`src/rtl/wb_port_arbiter_if.sv`:
```
// wb_port_arbiter_if: three writeback requesters plus register-file write port; slave = arbiter side, master = requester/RF side
interface wb_port_arbiter_if #(parameter int XLEN = 32);
  logic            alu_valid, alu_ready;
  logic [4:0]      alu_rd;
  logic [XLEN-1:0] alu_data;
  logic            lsu_valid, lsu_ready;
  logic [4:0]      lsu_rd;
  logic [XLEN-1:0] lsu_data;
  logic            aes_valid, aes_ready;
  logic [4:0]      aes_rd;
  logic [XLEN-1:0] aes_data;
  logic            rf_hold;
  logic            rf_we;
  logic [4:0]      rf_waddr;
  logic [XLEN-1:0] rf_wdata;
  logic            sb_clr;
  logic [4:0]      sb_clr_rd;
  modport slave (
    input  alu_valid, alu_rd, alu_data, lsu_valid, lsu_rd, lsu_data,
           aes_valid, aes_rd, aes_data, rf_hold,
    output alu_ready, lsu_ready, aes_ready, rf_we, rf_waddr, rf_wdata, sb_clr, sb_clr_rd
  );
  modport master (
    output alu_valid, alu_rd, alu_data, lsu_valid, lsu_rd, lsu_data,
           aes_valid, aes_rd, aes_data, rf_hold,
    input  alu_ready, lsu_ready, aes_ready, rf_we, rf_waddr, rf_wdata, sb_clr, sb_clr_rd
  );
endinterface

```
`src/rtl/wb_port_arbiter.sv`:
```
// wb_port_arbiter: arbitrates ALU/LSU/AES results onto one register-file write port (clk, async active-low nrst, bus = wb_port_arbiter_if.slave, conflict_cnt = saturating contended-cycle count); `WB_ARB_ROUND_ROBIN_EN selects round-robin, otherwise fixed LSU > AES > ALU
module wb_port_arbiter #(
  parameter int XLEN  = 32,
  parameter int CNT_W = 16
) (
  input  logic             clk,
  input  logic             nrst,
  wb_port_arbiter_if.slave bus,
  output logic [CNT_W-1:0] conflict_cnt
);
  logic [2:0]      in_v, bv, gnt, rdy;
  logic [4:0]      in_rd [3];
  logic [XLEN-1:0] in_dat [3];
  logic [4:0]      b_rd [3];
  logic [XLEN-1:0] b_dat [3];
  logic [1:0]      g_idx;
  logic            g_any, multi;
  assign in_v      = {bus.aes_valid, bus.lsu_valid, bus.alu_valid};
  assign in_rd[0]  = bus.alu_rd;
  assign in_rd[1]  = bus.lsu_rd;
  assign in_rd[2]  = bus.aes_rd;
  assign in_dat[0] = bus.alu_data;
  assign in_dat[1] = bus.lsu_data;
  assign in_dat[2] = bus.aes_data;
`ifdef WB_ARB_ROUND_ROBIN_EN
  logic [1:0] ptr, c0, c1, c2;
  always_comb begin
    c0    = (ptr == 2'd2) ? 2'd0 : ptr + 2'd1;
    c1    = (c0 == 2'd2) ? 2'd0 : c0 + 2'd1;
    c2    = (c1 == 2'd2) ? 2'd0 : c1 + 2'd1;
    g_idx = bv[c0] ? c0 : bv[c1] ? c1 : c2;
  end
  // reset to AES so the first search starts at ALU
  always_ff @(posedge clk or negedge nrst)
    if (!nrst) ptr <= 2'd2;
    else if (g_any) ptr <= g_idx;
`else
  assign g_idx = bv[1] ? 2'd1 : bv[2] ? 2'd2 : 2'd0;
`endif
  assign g_any = |bv && !bus.rf_hold;
  assign gnt   = g_any ? (3'b001 << g_idx) : 3'b000;
  // a granted buffer frees this cycle, so it can take a new result at the same edge
  assign rdy   = ~bv | gnt;
  assign multi = (bv[0] & bv[1]) | (bv[0] & bv[2]) | (bv[1] & bv[2]);
  assign bus.alu_ready = rdy[0];
  assign bus.lsu_ready = rdy[1];
  assign bus.aes_ready = rdy[2];
  always_ff @(posedge clk or negedge nrst)
    if (!nrst) begin
      bv            <= '0;
      for (int i = 0; i < 3; i++) begin
        b_rd[i]  <= '0;
        b_dat[i] <= '0;
      end
      bus.rf_we     <= 1'b0;
      bus.rf_waddr  <= '0;
      bus.rf_wdata  <= '0;
      bus.sb_clr    <= 1'b0;
      bus.sb_clr_rd <= '0;
      conflict_cnt  <= '0;
    end else begin
      for (int i = 0; i < 3; i++)
        if (in_v[i] && rdy[i]) begin
          bv[i]    <= |in_rd[i];
          b_rd[i]  <= in_rd[i];
          b_dat[i] <= in_dat[i];
        end else if (gnt[i]) bv[i] <= 1'b0;
      bus.rf_we  <= g_any;
      bus.sb_clr <= g_any;
      if (g_any) begin
        bus.rf_waddr  <= b_rd[g_idx];
        bus.rf_wdata  <= b_dat[g_idx];
        bus.sb_clr_rd <= b_rd[g_idx];
      end
      if (multi && conflict_cnt != '1) conflict_cnt <= conflict_cnt + 1'b1;
    end
endmodule

```
`src/flat_wrapper.sv`:
```
// flat-port wrapper written by rule: the top's interface ports become plain ports
module wb_port_arbiter_flat 
#(
  parameter int XLEN  = 32,
  parameter int CNT_W = 16
)
  (clk, nrst, conflict_cnt, bus_alu_valid, bus_alu_rd, bus_alu_data, bus_lsu_valid, bus_lsu_rd, bus_lsu_data, bus_aes_valid, bus_aes_rd, bus_aes_data, bus_rf_hold, bus_alu_ready, bus_lsu_ready, bus_aes_ready, bus_rf_we, bus_rf_waddr, bus_rf_wdata, bus_sb_clr, bus_sb_clr_rd);
  wb_port_arbiter_if #(.XLEN(XLEN)) bus_i ();
  input  logic clk;
  input  logic nrst;
  output logic [CNT_W-1:0] conflict_cnt;
  input wire logic [$bits(bus_i.alu_valid)-1:0] bus_alu_valid;
  input wire logic [$bits(bus_i.alu_rd)-1:0] bus_alu_rd;
  input wire logic [$bits(bus_i.alu_data)-1:0] bus_alu_data;
  input wire logic [$bits(bus_i.lsu_valid)-1:0] bus_lsu_valid;
  input wire logic [$bits(bus_i.lsu_rd)-1:0] bus_lsu_rd;
  input wire logic [$bits(bus_i.lsu_data)-1:0] bus_lsu_data;
  input wire logic [$bits(bus_i.aes_valid)-1:0] bus_aes_valid;
  input wire logic [$bits(bus_i.aes_rd)-1:0] bus_aes_rd;
  input wire logic [$bits(bus_i.aes_data)-1:0] bus_aes_data;
  input wire logic [$bits(bus_i.rf_hold)-1:0] bus_rf_hold;
  output wire logic [$bits(bus_i.alu_ready)-1:0] bus_alu_ready;
  output wire logic [$bits(bus_i.lsu_ready)-1:0] bus_lsu_ready;
  output wire logic [$bits(bus_i.aes_ready)-1:0] bus_aes_ready;
  output wire logic [$bits(bus_i.rf_we)-1:0] bus_rf_we;
  output wire logic [$bits(bus_i.rf_waddr)-1:0] bus_rf_waddr;
  output wire logic [$bits(bus_i.rf_wdata)-1:0] bus_rf_wdata;
  output wire logic [$bits(bus_i.sb_clr)-1:0] bus_sb_clr;
  output wire logic [$bits(bus_i.sb_clr_rd)-1:0] bus_sb_clr_rd;
  assign bus_i.alu_valid = bus_alu_valid;
  assign bus_i.alu_rd = bus_alu_rd;
  assign bus_i.alu_data = bus_alu_data;
  assign bus_i.lsu_valid = bus_lsu_valid;
  assign bus_i.lsu_rd = bus_lsu_rd;
  assign bus_i.lsu_data = bus_lsu_data;
  assign bus_i.aes_valid = bus_aes_valid;
  assign bus_i.aes_rd = bus_aes_rd;
  assign bus_i.aes_data = bus_aes_data;
  assign bus_i.rf_hold = bus_rf_hold;
  assign bus_alu_ready = bus_i.alu_ready;
  assign bus_lsu_ready = bus_i.lsu_ready;
  assign bus_aes_ready = bus_i.aes_ready;
  assign bus_rf_we = bus_i.rf_we;
  assign bus_rf_waddr = bus_i.rf_waddr;
  assign bus_rf_wdata = bus_i.rf_wdata;
  assign bus_sb_clr = bus_i.sb_clr;
  assign bus_sb_clr_rd = bus_i.sb_clr_rd;
  wb_port_arbiter #(.XLEN(XLEN), .CNT_W(CNT_W)) u_core (.clk(clk), .nrst(nrst), .bus(bus_i), .conflict_cnt(conflict_cnt));
endmodule
```
`config.mk`:
```
export PLATFORM = sky130hd
export DESIGN_NAME = wb_port_arbiter_flat
export DESIGN_NICKNAME = d
export VERILOG_FILES = /design/src/rtl/wb_port_arbiter_if.sv /design/src/rtl/wb_port_arbiter.sv /design/src/flat_wrapper.sv
export SDC_FILE = /design/constraint.sdc
export NUM_CORES = 1
export LEC_CHECK = 0
export BUFFER_PORTS_ARGS = -buffer_cell sky130_fd_sc_hd__buf_2
export CAP_MARGIN = 30
export CELL_PAD_IN_SITES_DETAIL_PLACEMENT = 1
export CELL_PAD_IN_SITES_GLOBAL_PLACEMENT = 1
export CORE_AREA = 2 2 139 141
export DETAILED_ROUTE_END_ITERATION = 8
export DIE_AREA = 0 0 141 143
export PLACE_DENSITY_LB_ADDON = 0.1
export SETUP_SLACK_MARGIN = 0.2
export SLEW_MARGIN = 20
export SYNTH_ARGS = -nofsm -noshare
export SYNTH_HDL_FRONTEND = slang
export SYNTH_SLANG_ARGS = --single-unit
```
`constraint.sdc`:
```
create_clock -name clk -period 2.6 [get_ports clk]
set_input_delay 0.26 -clock clk [delete_from_list [all_inputs] [get_ports clk]]
set_output_delay 0.26 -clock clk [all_outputs]
set_load 0.02 [all_outputs]
```
==> out/summary.txt <==
TritonCTS clock tree = done
combinational share of power = 21.7%
Layout area overhead = 23.4%
pwr dens = 887 nW/µm²
post-layout util = 48.8%
Placer Congestion = 0.784
clk buf depth = 2
largest net degree at the start of global routing = 66
antenna-violating nets left = 0
mean post-synth cell area = 12.7 µm²
FF-to-FF Start = u_core.bv[1]$_DFFE_PN0P_
DR vias/cell = 5.06
cell count after synthesis = 580
Clock Power Share = 32.9%
antenna cell count = 0
part of the power in registers = 45.5%
Main synth FF type = dfrtp_1
Pleak = 4.55 nW
IO Port Bufs = 179
Hold EP = u_core.b_dat[75]$_DFFE_PN0P_
Initial DRT Pass Iterations = 4
WL/cell = 18.4 µm
CP peak stage delay = 540 ps
top cells by area, synth = dfrtp_1 57%, mux2_2 13%, mux2_4 6.1%, mux2i_1 5.0%, o21ai_0 2.7%
Worst Reg-to-Reg Cells = 3
Tightest Hold Check Type = primary input to flip-flop
Worst R2R End = u_core.b_dat[79]$_DFFE_PN0P_
outcome = finished, final reports clean
cell taking the most area after synthesis = dfrtp_1
fin crit share = 73.6%
most frequent cells after synthesis = 168 x dfrtp_1, 82 x mux2_2, 48 x nand2_1, 41 x nor2_1, 40 x o21ai_0
# fillers = 2012
Die Ht = 143 µm
Worst Path Required = 2910 ps
startpoint types = flip-flop
post-synthesis register bit count = 168
antenna violations before repair = 1
final setup vio count = 0
H-tree lvl count = 4
DRC violations left = 0
final hold vios = 0
Post-Syn Area = 7340 µm²
largest fanout on the critical path = 37
post-synth top area share = 57.3%
fmax = 523 MHz
skew final = 7.92 ps
dpl ws = 649 ps
synth warn = 0
crit path buf inv count = 0
Worst Hold Depth = 2
Distinct cells, synth = 33
GRT Total Usage = 19.2%
dominant cell by count in the synthesized netlist = dfrtp_1
io pins = 180
Worst Tran Pin Value = 712 ps
Reg clk slew, reported paths = 60 ps
# rows = 50
Final nets = 871
Max Slew Vio Count = 0
fin crit period = 1910 ps
Final TNS setup = 0 ps
CTS Buf Count = 17
worst vdd ir = 0.444 mV
Post-Syn Nets = 698
core footprint = 18600 µm²
number of flops mapped to enable cells by yosys = 0
post-detail-place hpwl = 12.7 mm
RSZ-0062 raised after global routing = false
hold path startpoint = bus_alu_data[11]
fraction of layout cells with a size suffix above 1 = 44.7%
sequential element share of the synthesized area = 57.3%
CP top delay family = flip-flops
DR WL met3 = 900 µm
critical path depth = 3
root buffer cell = clkbuf_16
switching pwr = 2.29 mW
DR top layer = met4
DRT iter0 DRCs = 144
Max Cap Viol = 0
final wirelength = 18.4 mm
via count = 5059
first-pass GRT wire length = 30.0 mm
Setup crit end kind = flip-flop
critical path class = flip-flop to flip-flop
Slowest cell on crit path = dfrtp_2
ys async rst share = 100%
final worst slack = 687 ps
flop2flop setup slack = 690 ps
crit-path cells = o31ai_4, nand2_4, mux2_4
Critical Path AT = 2220 ps
number of global-route vias before repair = 5631
full die area = 20200 µm²
# clock sinks = 168
Horiz. Die Dim = 141 µm
internal power = 5.75 mW
clock latency reported for the late side of the worst-skew pair = 430 ps
switching portion of total power = 28.5%
met2 WL = 9.32 mm
gr ovfl total = 0
Starting Density = 39.5%
WL met1 = 7.99 mm
Slew headroom = 52.5%
## metrics by stage
stage	hold slack [ps]	cells	power [mW]	area (µm²)
floorplan	-35.6	580	4.86	7340
global placement	300	967	5.37	8440
global route	37.9	999	8.49	9060
detailed placement	315	967	5.47	8440
CTS	39.4	999	8.15	9060
finish	61.4	999	8.04	9060
## sequential cells by signal (all words and copies together), names as in the netlist
name and cells:
u_core.b_dat 96, u_core.b_rd 15, u_core.bus.rf_waddr 5, u_core.bus.rf_wdata 32, u_core.bus.rf_we 1, u_core.bv 3
u_core.conflict_cnt 16
## cell type report
| type | count | area, µm² | share of cell area [%] |
|---|---|---|---|
| clock buffers | 21 | 470 | 5.19 |
| clock inverters | 10 | 144 | 1.59 |
| inverters | 1 | 3.75 | 0.0414 |
| multi-input cells | 372 | 2880 | 31.8 |
| flip-flops and latches | 168 | 4210 | 46.4 |
| well taps | 234 | 293 | 3.23 |
| repair buffers | 193 | 1060 | 11.7 |
## metal layers
layer | global-route usage [%] | up-vias
met3 | 5.43 | 15
met5 | 0 | -
met2 | 32.6 | 124
li1 | - | 2375
met4 | 5.16 | 0
met1 | 24.2 | 2545
## placed cells by master, fill, tap and decap left out, drive strengths merged
| cell | Yosys | routed |
|---|---|---|
| and3 | 4 | 4 |
| nor4 | 2 | 2 |
| clkinv | 0 | 3 |
| and2 | 2 | 2 |
| or2 | 1 | 1 |
| maj3 | 1 | 1 |
| xor2 | 15 | 15 |
| mux2i | 37 | 37 |
| o21ai | 42 | 42 |
| nor2 | 41 | 41 |
| and4 | 1 | 1 |
| dlygate4sd3 | 0 | 1 |
| mux2 | 112 | 112 |
| dfrtp | 168 | 168 |
| clkinvlp | 0 | 3 |
| o31ai | 1 | 1 |
| a21oi | 37 | 37 |
| bufinv | 0 | 3 |
| or4 | 3 | 3 |
| inv | 1 | 2 |
| nand3 | 4 | 4 |
| nand4 | 5 | 5 |
| ha | 1 | 1 |
| nand2 | 50 | 50 |
| buf | 29 | 192 |
| clkbuf | 10 | 21 |
| nor3b | 2 | 2 |
| nor3 | 10 | 10 |
| a21o | 1 | 1 |
## worst max-delay path by stage
stage	to	startpoint	slack, ps
floorplan	u_core.conflict_cnt[13]$_DFFE_PN0P_	u_core.conflict_cnt[0]$_DFFE_PN0P_	910
global placement	u_core.b_dat[80]$_DFFE_PN0P_	u_core.bv[1]$_DFFE_PN0P_	690
detailed placement	u_core.b_dat[66]$_DFFE_PN0P_	u_core.bv[1]$_DFFE_PN0P_	650
CTS	u_core.b_dat[66]$_DFFE_PN0P_	u_core.bv[1]$_DFFE_PN0P_	650
global route	u_core.b_dat[66]$_DFFE_PN0P_	u_core.bv[1]$_DFFE_PN0P_	550
finish	u_core.b_dat[79]$_DFFE_PN0P_	u_core.bv[1]$_DFFE_PN0P_	690
## power by group through the flow
stage	registers, mW	logic, mW	clock network [mW]
6_report	3.65	1.74	2.64
2_1_floorplan	3.79	1.07	0
4_1_cts	3.66	1.78	2.71
3_5_place_dp	3.70	1.77	0
5_1_grt	3.75	1.92	2.82
3_3_place_gp	3.66	1.71	0
## logic make-up after synthesis
group	share of synthesized area (%)
AO/OA/AOI/OAI	5.83
XOR/XNOR	1.79
adder cells (fa/ha/maj)	0.307
buffers and inverters	3.46
flip-flops	57.3
multiplexers	23.8
AND/OR/NAND/NOR	7.57
## repair_timing
item / in CTS / in global routing
setup endpoints to repair: 0 / 0
hold endpoints to repair: 60 / 0
resized for setup: 0 / 0
buffers inserted: 0 / 0
hold buffers: 1 / 0
Power figures use the tool's default switching activity.
